--- config.mk ---
export PLATFORM = sky130hd
export DESIGN_NAME = call_dispatcher_flat
export DESIGN_NICKNAME = d
export VERILOG_FILES = /design/src/rtl/call_dispatcher_if.sv /design/src/rtl/call_dispatcher.sv /design/src/flat_wrapper.sv
export SDC_FILE = /design/constraint.sdc
export NUM_CORES = 1
export LEC_CHECK = 0
export CAP_MARGIN = 20
export CELL_PAD_IN_SITES_DETAIL_PLACEMENT = 0
export CELL_PAD_IN_SITES_GLOBAL_PLACEMENT = 1
export CORE_AREA = 2 2 86 88
export DETAILED_ROUTE_END_ITERATION = 16
export DIE_AREA = 0 0 88 90
export PLACE_DENSITY_LB_ADDON = 0.1
export SLEW_MARGIN = 20
export SYNTH_ARGS = -nofsm -noshare
export SYNTH_HDL_FRONTEND = slang
export SYNTH_SLANG_ARGS = --single-unit
--- constraint.sdc ---
create_clock -name clk -period 3.25 [get_ports clk]
set_input_delay 0.65 -clock clk [delete_from_list [all_inputs] [get_ports clk]]
set_output_delay 0.65 -clock clk [all_outputs]
set_load 0.02 [all_outputs]
--- src/rtl/call_dispatcher_if.sv ---
`default_nettype none
// ============================================================================
// Module      : call_dispatcher_if
// Description : Button / lamp / target bundle between the hall and car panels,
//               the call dispatcher and the elevator controller.
// Revision    : 1.0 - initial release
// ============================================================================
interface call_dispatcher_if #(
  parameter int FLOORS  = 8,
  parameter int LEVEL_W = 3
);
  logic [FLOORS-1:0]  btn_in;
  logic [FLOORS-2:0]  btn_up_out;
  logic [FLOORS-1:1]  btn_down_out;
  logic [LEVEL_W-1:0] level;
  logic               door_open;
  logic [FLOORS-1:0]  car_lamp;
  logic [FLOORS-2:0]  up_lamp;
  logic [FLOORS-1:1]  down_lamp;
  logic [LEVEL_W-1:0] target_floor;
  logic               target_valid;
  logic [1:0]         sched_dir;

  // Panels and elevator controller side
  modport master (
    output btn_in, btn_up_out, btn_down_out, level, door_open,
    input  car_lamp, up_lamp, down_lamp, target_floor, target_valid, sched_dir
  );

  // Dispatcher side
  modport slave (
    input  btn_in, btn_up_out, btn_down_out, level, door_open,
    output car_lamp, up_lamp, down_lamp, target_floor, target_valid, sched_dir
  );
endinterface
`default_nettype wire

--- src/rtl/call_dispatcher.sv ---
`default_nettype none
// ============================================================================
// Module      : call_dispatcher
// Description : Latches hall/car calls, clears them as they are served and
//               runs a direction-collective (SCAN) scheduler that presents a
//               registered target floor and travel direction.
// Revision    : 1.0 - initial release
// ============================================================================
module call_dispatcher #(
  parameter int FLOORS  = 8,
  parameter int LEVEL_W = 3
) (
  input  wire logic         clk,
  input  wire logic         reset,
  call_dispatcher_if.slave  bus
);

  typedef enum logic [1:0] {
    ST_IDLE = 2'b00,
    ST_UP   = 2'b01,
    ST_DOWN = 2'b10
  } state_t;

  logic [FLOORS-1:0]  car_q, car_d, car_hist_q;
  logic [FLOORS-2:0]  up_q, up_d, up_hist_q;
  logic [FLOORS-1:1]  dn_q, dn_d, dn_hist_q;
  state_t             state_q, state_d;
  logic [1:0]         sched_dir_q;
  logic [LEVEL_W-1:0] target_q, target_d;
  logic               valid_q;

  int                 lvl;
  logic               lvl_ok;
  logic [FLOORS-1:0]  clr_oh;
  logic [FLOORS-1:0]  up_ext, dn_ext, all_calls;
  logic               above, below, here;
  logic               up_pri_ok, dn_pri_ok;
  logic [LEVEL_W-1:0] up_pri, up_alt, dn_pri, dn_alt;

  // A level outside the shaft never clears a call and freezes the scheduler.
  assign lvl    = int'(bus.level);
  assign lvl_ok = (lvl < FLOORS);
  assign clr_oh = (bus.door_open && lvl_ok) ? (FLOORS'(1) << bus.level) : '0;

  // Hall-call vectors widened to full floor range so every floor is indexable.
  assign up_ext    = {1'b0, up_q};
  assign dn_ext    = {dn_q, 1'b0};
  assign all_calls = car_q | up_ext | dn_ext;

  // Set on button rising edge, clear on service; clearing dominates. Hall
  // calls are only answered when the car is travelling their way (or idle).
  always_comb begin
    car_d = (car_q | (bus.btn_in & ~car_hist_q)) & ~clr_oh;
    up_d  = (up_q | (bus.btn_up_out & ~up_hist_q))
            & ~((sched_dir_q != 2'b10) ? clr_oh[FLOORS-2:0] : '0);
    dn_d  = (dn_q | (bus.btn_down_out & ~dn_hist_q))
            & ~((sched_dir_q != 2'b01) ? clr_oh[FLOORS-1:1] : '0);
  end

  // Locate calls relative to the car and the SCAN candidates for each direction.
  // Overwriting loops keep the last match: descending scans find the lowest
  // floor, ascending scans the highest.
  always_comb begin
    above     = 1'b0;
    below     = 1'b0;
    here      = 1'b0;
    up_pri_ok = 1'b0;
    dn_pri_ok = 1'b0;
    up_pri    = '0;
    up_alt    = '0;
    dn_pri    = '0;
    dn_alt    = '0;
    for (int i = 0; i < FLOORS; i++) begin
      if (all_calls[i]) begin
        if (i > lvl)      above = 1'b1;
        else if (i < lvl) below = 1'b1;
        else              here  = 1'b1;
      end
      if (i > lvl && dn_ext[i]) up_alt = LEVEL_W'(i);
      if (i < lvl && (car_q[i] || dn_ext[i])) begin
        dn_pri    = LEVEL_W'(i);
        dn_pri_ok = 1'b1;
      end
    end
    for (int i = FLOORS - 1; i >= 0; i--) begin
      if (i > lvl && (car_q[i] || up_ext[i])) begin
        up_pri    = LEVEL_W'(i);
        up_pri_ok = 1'b1;
      end
      if (i < lvl && up_ext[i]) dn_alt = LEVEL_W'(i);
    end
  end

  // Scheduler next state and next target; idle prefers going up.
  always_comb begin
    state_d  = state_q;
    target_d = target_q;
    if (lvl_ok) begin
      case (state_q)
        ST_DOWN: state_d = below ? ST_DOWN : (above ? ST_UP : ST_IDLE);
        default: state_d = above ? ST_UP : (below ? ST_DOWN : ST_IDLE);
      endcase
      case (state_d)
        ST_UP:   target_d = up_pri_ok ? up_pri : up_alt;
        ST_DOWN: target_d = dn_pri_ok ? dn_pri : dn_alt;
        default: if (here) target_d = bus.level;
      endcase
    end
  end

  // Call registers and button edge-detect history.
  always_ff @(posedge clk or negedge reset) begin
    if (!reset) begin
      car_q      <= '0;
      up_q       <= '0;
      dn_q       <= '0;
      car_hist_q <= '0;
      up_hist_q  <= '0;
      dn_hist_q  <= '0;
    end else begin
      car_q      <= car_d;
      up_q       <= up_d;
      dn_q       <= dn_d;
      car_hist_q <= bus.btn_in;
      up_hist_q  <= bus.btn_up_out;
      dn_hist_q  <= bus.btn_down_out;
    end
  end

  // Scheduler FSM with registered direction, target and valid outputs.
  always_ff @(posedge clk or negedge reset) begin
    if (!reset) begin
      state_q     <= ST_IDLE;
      sched_dir_q <= 2'b00;
      target_q    <= '0;
      valid_q     <= 1'b0;
    end else begin
      state_q     <= state_d;
      sched_dir_q <= state_d;
      target_q    <= target_d;
      valid_q     <= |all_calls;
    end
  end

  assign bus.car_lamp     = car_q;
  assign bus.up_lamp      = up_q;
  assign bus.down_lamp    = dn_q;
  assign bus.target_floor = target_q;
  assign bus.target_valid = valid_q;
  assign bus.sched_dir    = sched_dir_q;

endmodule
`default_nettype wire
--- src/flat_wrapper.sv ---
// flat-port wrapper written by rule: the top's interface ports become plain ports
module call_dispatcher_flat 
#(
  parameter int FLOORS  = 8,
  parameter int LEVEL_W = 3
)
  (clk, reset, bus_btn_in, bus_btn_up_out, bus_btn_down_out, bus_level, bus_door_open, bus_car_lamp, bus_up_lamp, bus_down_lamp, bus_target_floor, bus_target_valid, bus_sched_dir);
  call_dispatcher_if #(.FLOORS(FLOORS), .LEVEL_W(LEVEL_W)) bus_i ();
  input  wire logic clk;
  input  wire logic reset;
  input wire logic [$bits(bus_i.btn_in)-1:0] bus_btn_in;
  input wire logic [$bits(bus_i.btn_up_out)-1:0] bus_btn_up_out;
  input wire logic [$bits(bus_i.btn_down_out)-1:0] bus_btn_down_out;
  input wire logic [$bits(bus_i.level)-1:0] bus_level;
  input wire logic [$bits(bus_i.door_open)-1:0] bus_door_open;
  output wire logic [$bits(bus_i.car_lamp)-1:0] bus_car_lamp;
  output wire logic [$bits(bus_i.up_lamp)-1:0] bus_up_lamp;
  output wire logic [$bits(bus_i.down_lamp)-1:0] bus_down_lamp;
  output wire logic [$bits(bus_i.target_floor)-1:0] bus_target_floor;
  output wire logic [$bits(bus_i.target_valid)-1:0] bus_target_valid;
  output wire logic [$bits(bus_i.sched_dir)-1:0] bus_sched_dir;
  assign bus_i.btn_in = bus_btn_in;
  assign bus_i.btn_up_out = bus_btn_up_out;
  assign bus_i.btn_down_out = bus_btn_down_out;
  assign bus_i.level = bus_level;
  assign bus_i.door_open = bus_door_open;
  assign bus_car_lamp = bus_i.car_lamp;
  assign bus_up_lamp = bus_i.up_lamp;
  assign bus_down_lamp = bus_i.down_lamp;
  assign bus_target_floor = bus_i.target_floor;
  assign bus_target_valid = bus_i.target_valid;
  assign bus_sched_dir = bus_i.sched_dir;
  call_dispatcher #(.FLOORS(FLOORS), .LEVEL_W(LEVEL_W)) u_core (.clk(clk), .reset(reset), .bus(bus_i));
endmodule
==> summary.md <==
| Metric | Value |
|---|---|
| Register-to-Register Path Depth | 12 |
| Core area | approximately 7000 sq um |
| Fin util | 0.520 |
| Endpoint class of the critical path | flip-flop |
| Worst Path Class, Setup | input pin to flip-flop |
| Status | completed |
| I/O pin total | 56 |
| Die Y | 90 um |
| Crit Reg-Reg Endpoint | u_core.bus.target_floor[0] |
| Wire length on met2 | 3730 um |
| Min Tclk post-route | 3030 ps |
| Clock latency at the later pin of the worst-skew pair | 310 ps |
| Remaining antenna violation count | 0 |
| Total CTS buffers | 5 |
| Cells after DPL | 468 |
| Leakage | 1.51 nW |
| Critical path buffers and inverters | 3 |
| Total track usage | 0.224 |
| Vias in the first global route | 2568 |
| Largest net degree at the start of global routing | 30 |
| Post-synth top flop | dfrtp_1 |
| CP delay by family, top | compound AO/OA/AOI/OAI gates |
| Peak supply drop | 275 uV |
| Vias | 2533 |
| Fin. max-slew vios | 0 |
| Rel. slew slack | 0.527 |
| Clk buf depth | 2 |
| Initial antenna violation count | 0 |
| Worst-path maximum fanout | 8 |
| Layout cells sized above 1 | 0.170 |
| Drt via density | 5.32 |
| Slowest stage cell on the critical path | clkdlybuf4s50_1 |
| Final HPWL DP | 6360 um |
| Crit path launch | bus_level[1] |
| Initial DRT Pass Iterations | 4 |
| First-pass GRT wire length | 13600 um |
| Crit path cell chain | clkdlybuf4s50_1 > buf_4 > buf_4 > o21ai_0 > o211ai_1 > nor2_1 > nand3_1 > a21o_1 > ha_1 > nand3_1 > nor4_1 > a2111oi_0 > a21oi_1 |
| Yosys reg bits | 50 |
| Reg2reg setup slack | 520 ps |
| Initial Util | 0.371 |
| Worst-path clk slew | approximately 100 ps |
| Cell count along the critical path | 13 |
| FFs w/ async S/R, synth | 1.00 |
| Ys Warns | 0 |
| DP Area | 3520 sq um |
| Crit path DAT | 3220 ps |
| Netlist cell types | 54 |
| Net count after synthesis | between 300 and 400 |
| Rows | 31 |
| Worst r2r src | u_core.bus.down_lamp[2] |
| Worst min path class | input pin to asynchronous set/reset pin |
| Post-CTS setup buffers | 0 |
| Period utilization | 0.931 |
| CTS H-tree lvls | 2 |
| Post-Layout Cell Count | 476 |
| Die W | 88 um |
| Nets | 406 |
| Routed len/inst | 17.4 um |
| Max incr delay on CP | 510 ps |
| Setup Skew | approximately 2.6 ps |
| Crit path capture | u_core.bus.target_floor[1] |
| Syn Area/Cell | 9.20 sq um |
| Resize count post-CTS | 0 |
| P&R area growth vs syn | 40.1% |
| Die area | 7920 sq um |
| Number of port buffers | 55 |
| Pwr per Cell Area | a little over 400 nW/um^2 |
| F_max | around 0.33 GHz |
| Post-layout power | 1.50 mW |
| Global route overflow | 0 |
| Max Cap Viol | 0 |
| Slew @ Worst Pin | between 700 and 800 ps |
| Post-CTS Hold Buffers | 0 |
| Highest Signal Layer | met4 |
| Worst Path Required | 3440 ps |
| Total routed wirelength | 8280 um |
| Final hold vios | 0 |
| Final setup fails | 0 |
| Synthesized area | between 2000 and 3000 sq um |
| CP startpoint kind | input pin |
| Final routed DRC violation total | 0 |
| DR iter-0 viols | between 100 and 150 |
| Post-synth EDFFs | 0 |
| Seq/Total Area, Yosys | 0.480 |
| Ant diodes | 0 |
| Routability cong. | between 0.9 and 1 |
| CTS tree | yes |
| Post-route met1 wirelength | between 3000 and 4000 um |
| Mapped Cells | 283 |
| Design area | 3650 sq um |
| Met3 wire length | ~460 um |
| CTS Sinks | 50 |
| Root cell of the clock tree | clkbuf_8 |
cell usage after synthesis (2+ instances only):
cell type | count | area (sq um)
a21oi_1 | 52 | 260
dfrtp_1 | 50 | 1250
nor2_1 | 29 | 109
inv_1 | 26 | 97.6
o21ai_0 | 18 | 90.1
nand2_1 | 13 | 48.8
nor3_1 | 10 | 50.1
nand2b_1 | 6 | 37.5
nand3_1 | 5 | 25.0
buf_2 | 4 | 20.0
o211ai_1 | 4 | 30.0
a31oi_1 | 3 | 18.8
buf_6 | 3 | 33.8
nor2b_1 | 3 | 18.8
o21a_1 | 3 | 22.5
a2111oi_0 | 2 | 17.5
a211oi_1 | 2 | 15.0
a21boi_1 | 2 | 15.0
a21o_1 | 2 | 15.0
a32oi_1 | 2 | 17.5
buf_4 | 2 | 15.0
ha_1 | 2 | 25.0
mux2i_1 | 2 | 20.0
nor3b_1 | 2 | 15.0
nor4_1 | 2 | 12.5
o21bai_1 | 2 | 15.0
o22ai_1 | 2 | 12.5
o2bb2ai_1 | 2 | 17.5
o32ai_1 | 2 | 17.5
o41ai_1 | 2 | 17.5
where the power goes:
part	internal, mW	total, mW	switching [mW]
combinational	0.159	0.332	0.173
clock	0.235	0.467	0.232
sequential	0.662	0.703	0.0413
cell type report:
type                            count  area [sq um]
Timing Repair Buffer               96           866
Sequential cell                    50          1250
Multi-Input combinational cell    197          1190
Clock buffer                        5          68.8
Fill cell                         705          3370
Clock inverter                      3          48.8
Inverter                           26          97.6
Tap cell                           99           124
layer usage:
layer	track usage	vias to the layer above
li1	-	1208
met3	0.0487	22
met5	0	-
met2	0.326	94
met4	0.0962	0
met1	0.317	1209
worst min path at each step:
stage,startpoint,to,slack [ps],depth (start not counted)
5_1_grt,reset,u_core.up_hist_q[2],310,1
3_5_place_dp,u_core.car_hist_q[3],u_core.bus.car_lamp[3],540,3
6_report,reset,u_core.car_hist_q[2],280,1
3_3_place_gp,u_core.car_hist_q[5],u_core.bus.car_lamp[5],530,3
2_1_floorplan,reset,u_core.bus.car_lamp[0],350,0
4_1_cts,reset,u_core.up_hist_q[2],290,1
registers in the layout, summed over array words and instances (netlist names):
register                 cells
u_core.bus.down_lamp         7
u_core.car_hist_q            8
u_core.up_hist_q             7
u_core.dn_hist_q             7
u_core.state_q               2
u_core.bus.car_lamp          8
u_core.bus.up_lamp           7
u_core.bus.target_floor      3
u_core.bus.target_valid      1
per-stage QoR:
stage                     hold WS, ps  setup slack [ps]  TNS (ps)
after floorplan                   354               567         0
after global placement            529              -156      -320
after detailed placement          544              -167      -235
after CTS                         288               129         0
after global routing              306             -10.6     -10.6
final                             281               224         0
cells by family (layout without fill, tap and decap cells):
logic type / count (synthesis) / count (layout) / synth area share
AND/OR/NAND/NOR: 81 / 81 / 0.168
flip-flops: 50 / 50 / 0.480
adder cells (fa/ha/maj): 3 / 3 / 0.0134
buffers and inverters: 36 / 130 / 0.0653
AO/OA/AOI/OAI: 110 / 110 / 0.261
multiplexers: 3 / 3 / 0.0120
cells in the final DEF, fill, tap and decap left out, types with 3 or more instances in the layout:
cell             instances
nand2b_1                 6
clkdlybuf4s50_1         54
nor3_1                  10
nand2_1                 13
buf_4                   40
o211ai_1                 4
nor2_1                  29
o21a_1                   3
inv_1                   26
clkbuf_8                 5
o21ai_0                 18
dfrtp_1                 50
nand3_1                  5
a31oi_1                  3
nor2b_1                  3
a21oi_1                 51
(Power assumes the default switching activity.)
